--- src/rtl/rob_pkg.sv ---
// Shared reorder-buffer definitions: sizing, data width and entry type encodings.
// Optional build macro used by this slice: ROB_BYPASS_EN (see rob_query.sv).
package rob_pkg;

  localparam int ROB_WIDTH = 3;
  localparam int ROB_SIZE  = 1 << ROB_WIDTH;
  localparam int DATA_W    = 32;
  localparam int RD_W      = 5;

  typedef enum logic [1:0] {
    ROB_TYPE_REG = 2'd0,
    ROB_TYPE_BR  = 2'd1,
    ROB_TYPE_ST  = 2'd2,
    ROB_TYPE_NOP = 2'd3
  } rob_type_e;

  localparam logic [ROB_WIDTH:0] ROB_FULL_COUNT = (ROB_WIDTH + 1)'(ROB_SIZE);

endpackage

--- src/rtl/rob_query.sv ---
// Combinational operand lookup for one decoder source operand.
// ROB_BYPASS_EN: also forward a matching same-cycle broadcast (LSB over ALU).
module rob_query
  import rob_pkg::*;
(
  input  logic [ROB_WIDTH-1:0] query_id_i,
  input  logic [ROB_SIZE-1:0]  busy_i,
  input  logic [ROB_SIZE-1:0]  ready_i,
  input  logic [DATA_W-1:0]    value_i [ROB_SIZE],
`ifdef ROB_BYPASS_EN
  input  logic                 rs_valid_i,
  input  logic [ROB_WIDTH-1:0] rs_id_i,
  input  logic [DATA_W-1:0]    rs_value_i,
  input  logic                 lsb_valid_i,
  input  logic [ROB_WIDTH-1:0] lsb_id_i,
  input  logic [DATA_W-1:0]    lsb_value_i,
`endif
  output logic                 q_ready_o,
  output logic [DATA_W-1:0]    q_value_o
);

  always_comb begin
    q_ready_o = busy_i[query_id_i] && ready_i[query_id_i];
    q_value_o = value_i[query_id_i];
`ifdef ROB_BYPASS_EN
    if (busy_i[query_id_i]) begin
      if (lsb_valid_i && (lsb_id_i == query_id_i)) begin
        q_ready_o = 1'b1;
        q_value_o = lsb_value_i;
      end else if (rs_valid_i && (rs_id_i == query_id_i)) begin
        q_ready_o = 1'b1;
        q_value_o = rs_value_i;
      end
    end
`endif
  end

endmodule

--- src/rtl/rob.sv ---
// Reorder buffer: in-order allocation, out-of-order result capture, in-order commit
// with mispredict flush. Optional macro ROB_BYPASS_EN enables query forwarding.
module rob
  import rob_pkg::*;
(
  input  logic                 clk_in,
  input  logic                 rst_in,
  input  logic                 rdy_in,
  output logic                 rob_full,
  output logic [ROB_WIDTH-1:0] alloc_id,
  input  logic                 dec_ready,
  input  logic [1:0]           alloc_type,
  input  logic [RD_W-1:0]      alloc_rd,
  input  logic                 alloc_pred,
  input  logic [DATA_W-1:0]    alloc_alt_pc,
  input  logic                 rs_ready,
  input  logic [ROB_WIDTH-1:0] rs_rob_id,
  input  logic [DATA_W-1:0]    rs_value,
  input  logic                 lsb_ready,
  input  logic [ROB_WIDTH-1:0] lsb_rob_id,
  input  logic [DATA_W-1:0]    lsb_value,
  input  logic [ROB_WIDTH-1:0] query_j,
  input  logic [ROB_WIDTH-1:0] query_k,
  output logic                 qj_ready,
  output logic                 qk_ready,
  output logic [DATA_W-1:0]    qj_value,
  output logic [DATA_W-1:0]    qk_value,
  output logic                 commit_valid,
  output logic [ROB_WIDTH-1:0] commit_rob_id,
  output logic [RD_W-1:0]      commit_rd,
  output logic [DATA_W-1:0]    commit_value,
  output logic                 commit_store,
  output logic                 clear,
  output logic [DATA_W-1:0]    clear_pc
);

  logic [ROB_SIZE-1:0]  busy_q;
  logic [ROB_SIZE-1:0]  ready_q;
  logic [ROB_SIZE-1:0]  pred_q;
  logic [DATA_W-1:0]    value_q  [ROB_SIZE];
  logic [DATA_W-1:0]    alt_pc_q [ROB_SIZE];
  logic [RD_W-1:0]      rd_q     [ROB_SIZE];
  rob_type_e            type_q   [ROB_SIZE];

  logic [ROB_WIDTH-1:0] head_q, head_d;
  logic [ROB_WIDTH-1:0] tail_q, tail_d;
  logic [ROB_WIDTH:0]   count_q, count_d;

  logic                 commit_valid_q, commit_valid_d;
  logic [ROB_WIDTH-1:0] commit_rob_id_q, commit_rob_id_d;
  logic [RD_W-1:0]      commit_rd_q, commit_rd_d;
  logic [DATA_W-1:0]    commit_value_q, commit_value_d;
  logic                 commit_store_q, commit_store_d;
  logic                 clear_q, clear_d;
  logic [DATA_W-1:0]    clear_pc_q, clear_pc_d;

  logic                 do_alloc;
  logic                 do_commit;
  logic                 mispredict;
  logic                 rs_hit;
  logic                 lsb_hit;
  rob_type_e            head_type;

  assign rob_full  = (count_q == ROB_FULL_COUNT);
  assign alloc_id  = tail_q;
  assign head_type = type_q[head_q];

  always_comb begin
    do_alloc   = dec_ready && !rob_full && !clear_q;
    do_commit  = busy_q[head_q] && ready_q[head_q] && !clear_q;
    mispredict = do_commit && (head_type == ROB_TYPE_BR) &&
                 (value_q[head_q][0] != pred_q[head_q]);
    rs_hit     = rs_ready && !clear_q && busy_q[rs_rob_id];
    lsb_hit    = lsb_ready && !clear_q && busy_q[lsb_rob_id];

    head_d  = head_q + ROB_WIDTH'(do_commit);
    tail_d  = tail_q + ROB_WIDTH'(do_alloc);
    count_d = count_q + (ROB_WIDTH + 1)'(do_alloc) - (ROB_WIDTH + 1)'(do_commit);

    commit_valid_d  = do_commit;
    commit_rob_id_d = commit_rob_id_q;
    commit_rd_d     = commit_rd_q;
    commit_value_d  = commit_value_q;
    commit_store_d  = 1'b0;
    clear_d         = mispredict;
    clear_pc_d      = clear_pc_q;

    if (do_commit) begin
      commit_rob_id_d = head_q;
      commit_rd_d     = (head_type == ROB_TYPE_REG) ? rd_q[head_q] : '0;
      commit_value_d  = value_q[head_q];
      commit_store_d  = (head_type == ROB_TYPE_ST);
    end
    if (mispredict) begin
      clear_pc_d = alt_pc_q[head_q];
    end

    // The flush cycle empties the queue; everything younger than the branch is gone.
    if (clear_q) begin
      head_d  = '0;
      tail_d  = '0;
      count_d = '0;
    end
  end

  always_ff @(posedge clk_in) begin
    if (rst_in) begin
      head_q          <= '0;
      tail_q          <= '0;
      count_q         <= '0;
      busy_q          <= '0;
      ready_q         <= '0;
      commit_valid_q  <= 1'b0;
      commit_rob_id_q <= '0;
      commit_rd_q     <= '0;
      commit_value_q  <= '0;
      commit_store_q  <= 1'b0;
      clear_q         <= 1'b0;
      clear_pc_q      <= '0;
    end else if (rdy_in) begin
      head_q          <= head_d;
      tail_q          <= tail_d;
      count_q         <= count_d;
      commit_valid_q  <= commit_valid_d;
      commit_rob_id_q <= commit_rob_id_d;
      commit_rd_q     <= commit_rd_d;
      commit_value_q  <= commit_value_d;
      commit_store_q  <= commit_store_d;
      clear_q         <= clear_d;
      clear_pc_q      <= clear_pc_d;
      if (clear_q) begin
        busy_q  <= '0;
        ready_q <= '0;
      end else begin
        if (do_alloc) begin
          busy_q[tail_q]   <= 1'b1;
          ready_q[tail_q]  <= (rob_type_e'(alloc_type) == ROB_TYPE_NOP);
          type_q[tail_q]   <= rob_type_e'(alloc_type);
          rd_q[tail_q]     <= alloc_rd;
          pred_q[tail_q]   <= alloc_pred;
          alt_pc_q[tail_q] <= alloc_alt_pc;
        end
        if (rs_hit) begin
          ready_q[rs_rob_id] <= 1'b1;
          value_q[rs_rob_id] <= rs_value;
        end
        // Written after the ALU update so the LSB wins on an id collision.
        if (lsb_hit) begin
          ready_q[lsb_rob_id] <= 1'b1;
          value_q[lsb_rob_id] <= lsb_value;
        end
        if (do_commit) begin
          busy_q[head_q] <= 1'b0;
        end
      end
    end
  end

  assign commit_valid  = commit_valid_q;
  assign commit_rob_id = commit_rob_id_q;
  assign commit_rd     = commit_rd_q;
  assign commit_value  = commit_value_q;
  assign commit_store  = commit_store_q;
  assign clear         = clear_q;
  assign clear_pc      = clear_pc_q;

`ifdef ROB_BYPASS_EN
  logic byp_rs_valid;
  logic byp_lsb_valid;
  assign byp_rs_valid  = rs_ready && !clear_q;
  assign byp_lsb_valid = lsb_ready && !clear_q;
`endif

  rob_query u_query_j (
    .query_id_i  (query_j),
    .busy_i      (busy_q),
    .ready_i     (ready_q),
    .value_i     (value_q),
`ifdef ROB_BYPASS_EN
    .rs_valid_i  (byp_rs_valid),
    .rs_id_i     (rs_rob_id),
    .rs_value_i  (rs_value),
    .lsb_valid_i (byp_lsb_valid),
    .lsb_id_i    (lsb_rob_id),
    .lsb_value_i (lsb_value),
`endif
    .q_ready_o   (qj_ready),
    .q_value_o   (qj_value)
  );

  rob_query u_query_k (
    .query_id_i  (query_k),
    .busy_i      (busy_q),
    .ready_i     (ready_q),
    .value_i     (value_q),
`ifdef ROB_BYPASS_EN
    .rs_valid_i  (byp_rs_valid),
    .rs_id_i     (rs_rob_id),
    .rs_value_i  (rs_value),
    .lsb_valid_i (byp_lsb_valid),
    .lsb_id_i    (lsb_rob_id),
    .lsb_value_i (lsb_value),
`endif
    .q_ready_o   (qk_ready),
    .q_value_o   (qk_value)
  );

endmodule

--- config.mk ---
export PLATFORM = sky130hd
export DESIGN_NAME = rob
export DESIGN_NICKNAME = d
export VERILOG_FILES = /design/src/rtl/rob_pkg.sv /design/src/rtl/rob_query.sv /design/src/rtl/rob.sv
export SDC_FILE = /design/constraint.sdc
export NUM_CORES = 1
export LEC_CHECK = 0
export CAP_MARGIN = 20
export CORE_MARGIN = 4
export CORE_UTILIZATION = 45
export DETAILED_ROUTE_END_ITERATION = 16
export PLACE_DENSITY = 0.76
export SETUP_SLACK_MARGIN = 0.1
export SLEW_MARGIN = 20
export SYNTH_ARGS = -nofsm -noshare
export SYNTH_HDL_FRONTEND = slang
export SYNTH_SLANG_ARGS = --single-unit
--- constraint.sdc ---
create_clock -name clk_in -period 26.7 [get_ports clk_in]
set_input_delay 5.34 -clock clk_in [delete_from_list [all_inputs] [get_ports clk_in]]
set_output_delay 5.34 -clock clk_in [all_outputs]
set_load 0.1 [all_outputs]
==> results.cfg <==
[clock_network]
cts_resized = 0
clk_pin_slew_ns = 0.06
insertion_delay_ns = 0.64
postCtsSetupBuffers = 0
cts_max_level = 3
cts_made_buffers = 74
cts_tree = yes
clockBufferDepth = 3
root_buffer = clkbuf_16
hold_buffers = 0
clock-sinks = 680

[hold_path]
holdCritPathClass = reg -> reg
whs_path_depth = 2

[global_routing]
grt_pass1_vias = 25600
met2_usage = 0.421
antenna_found_initial = 20
met1_usage = 0.357
grt_pass1_wl_mm = 172
grt_max_degree = 140
top_usage_layer = met2
met3_usage = 0.0748
gr-total-overflow = 0
grtUsageTotal = 0.269

[finish]
nets = 2986
drive_above_1_share = 0.196
area_growth_pct = 15.6
stdcell_count = 3978
final_core_util = 0.525

[detailed_routing]
ant_nets = 0
via_per_inst = 6.45
route.detailed.wl_per_inst_um = 29.3
vias = 25700
dr.first_iter.drc_count = 3116
first_pass_iters = 6
wirelength_mm = 116
drcViolationCount = 0

[timing]
slew_headroom = 0.224
layout_setup_ws_ns = 12.74
hold_viol = 0
fmax_ghz = 0.0716
drv_slew = 0
min_period_ns = 13.96
tns_ns = 0
rsz0062_at_grt = false
fin_skew_ns = 0.0466
worst_slew_pin_slew_ns = 1.16
fin_crit_sh = 0.523
setup_viol = 0

[setup_path]
required_ns = 21.36
worst_ep_arrival_time_ns = 8.62
cp_slowest_stage_delay_ns = 0.99
crit_path_end_kind = output pin
cp_max_fo = 40
critPathKind = in -> out
worstSetupStartpointType = input port
crit_chain = buf_4 -> buf_4 -> mux4_2 -> mux2_2 -> clkdlybuf4s50_1
worst_path_most_repeated_cell = buf_4
r2r_cells = 7
cp_slowest_cell = clkdlybuf4s50_1

[power]
totalPowerFinal_w = 0.00249
p_seq_frac = 0.480
internal-power_w = 0.00185
p_comb_frac = 0.106
power.share.clock = 0.415
p_switching_w = 0.000640
ir_drop_uv = 43.8
powerDensity_nw_per_um2 = 59.8
switching_share = 0.258
leakage_nw = 13.6

[placement]
gp_congestion = 0.828
dp_cells = 3828
place_ws_ns = 12.70
portBuffers = 266
dp.final_hpwl_mm = 67.5

[synth]
seq_area_frac_synth = 0.539
synth_seq_cells = 680
ys_types = 68
syn-num-nets = 2890
avgSynthCellArea_um2 = 13.0
synth_edf_count = 576
synthCells = 2758
synth_flop_cell = edfxtp_1
async_flop_share = 0
synth_area_um2 = 35900
yosysWarnings = 0

[floorplan]
pin_count = 267
die_w_um = 291
core_um2 = 79100
die_height_um = 291
rows = 103
die_area_um2 = 84500
initial_core_util = 0.454

[outcome]
status = completed

[run]
cap_violations = 0
==> layout by cell type (no fill, tap or decap), types with 23 or more instances in the layout <==
master,Yosys,final
a221oi_1,60,60
buf_4,25,58
a21oi_1,68,68
mux2i_1,304,304
a22o_1,23,23
nor2_1,104,87
nor3_1,34,29
edfxtp_1,576,576
mux4_2,183,183
a22oi_1,40,40
mux2_2,114,114
nand2_1,323,323
clkdlybuf4s50_1,0,254
o21ai_0,286,286
dfxtp_1,104,100
clkbuf_16,0,74
==> power by group through the flow <==
stage / Combinational, W / Clock, W / Sequential (W)
after floorplan: 0.000186 / 0 / 0.00121
after global placement: 0.000259 / 0 / 0.00121
after detailed placement: 0.000261 / 0 / 0.00121
after CTS: 0.000262 / 0.00104 / 0.00119
after global routing: 0.000275 / 0.00109 / 0.00119
final: 0.000262 / 0.00103 / 0.00119
==> path summary, 6_finish.rpt <==
path               startpoint                to  slack (ns)
max                query_j[0]       qj_value[0]       12.74
min          commit_value[15]  commit_value[15]        0.46
max reg2reg         head_q[1]  commit_value[15]       22.15
min reg2reg  commit_value[15]  commit_value[15]        0.46
==> sequential cells by signal, indices dropped and copies added, names as in the netlist, named ones only <==
signal	cells
value_q	256
pred_q	8
commit_rd	5
clear	1
alt_pc_q	256
rd_q	40
commit_valid	1
ready_q	8
busy_q	8
commit_rob_id	3
count_q	4
alloc_id	3
commit_value	32
clear_pc	32
commit_store	1
type_q	16
head_q	3
==> synthesized netlist by cell type, types with 3 or more instances <==
master	n	area, um2
a221oi_1	60	526
nand3_1	15	75.1
a222oi_1	5	50.1
nand4_1	3	18.8
mux2_2	114	1280
nand2b_1	14	87.6
a311oi_1	9	78.8
o22ai_1	7	43.8
buf_4	25	188
xnor2_1	5	43.8
inv_1	12	45.0
dfxtp_1	104	2080
clkbuf_1	110	413
o2bb2ai_1	4	35.0
a22o_1	23	201
and2_1	6	37.5
a211oi_2	20	250
and3_1	5	31.3
a22oi_1	40	300
nor3_1	34	170
nor2b_1	8	50.1
ha_1	9	113
buf_2	73	365
buf_1	73	274
xor2_1	5	43.8
nor2_1	104	390
o21ai_1	4	20.0
mux2i_1	304	3040
nand2_1	323	1210
o211ai_1	17	128
nand4b_1	3	26.3
a221o_1	9	90.1
mux4_2	183	4120
a21oi_2	15	131
a21oi_1	68	340
edfxtp_1	576	17300
buf_6	15	169
a311oi_2	13	195
o21ai_0	286	1430
nor3_2	11	110
o21a_1	6	45.0
or3_1	6	37.5
==> through the flow <==
stage,hold WS (ns),cell area (um2)
after global routing,0.472,41600
after CTS,0.461,41500
final,0.461,41600
after global placement,0.438,39100
after floorplan,0.425,35900
after detailed placement,0.447,39100
==> cell families after synthesis <==
| group | after synthesis | share of synthesized area |
|---|---|---|
| flops | 680 | 0.539 |
| compound gates | 604 | 0.113 |
| xor+xnor | 10 | 0.00244 |
| buf+inv | 308 | 0.0404 |
| fa+ha+maj | 10 | 0.00369 |
| simple gates | 543 | 0.0657 |
| mux | 603 | 0.236 |
==> routing by layer <==
layer	vias up	routed length, um
met5	-	99
met4	14	4670
met3	305	13500
met2	1649	54300
met1	12800	43900
li1	10900	-
==> worst max-delay path, delay by kind of cell <==
family | cells | cell delay [ns]
muxes | 2 | 0.94
buffers and inverters | 3 | 2.25
==> area by class of cell <==
cell class / instances / area, um2
inverter: 12 / 52.6
clock buffer: 98 / 1990
clock inverter: 40 / 440
sequential: 680 / 19400
fill: 6576 / 37600
multi-input combinational: 1770 / 15300
timing repair buffer: 316 / 3010
tap: 1050 / 1310
antenna: 12 / 30.0
No activity file was read; power rests on OpenSTA's default activity.
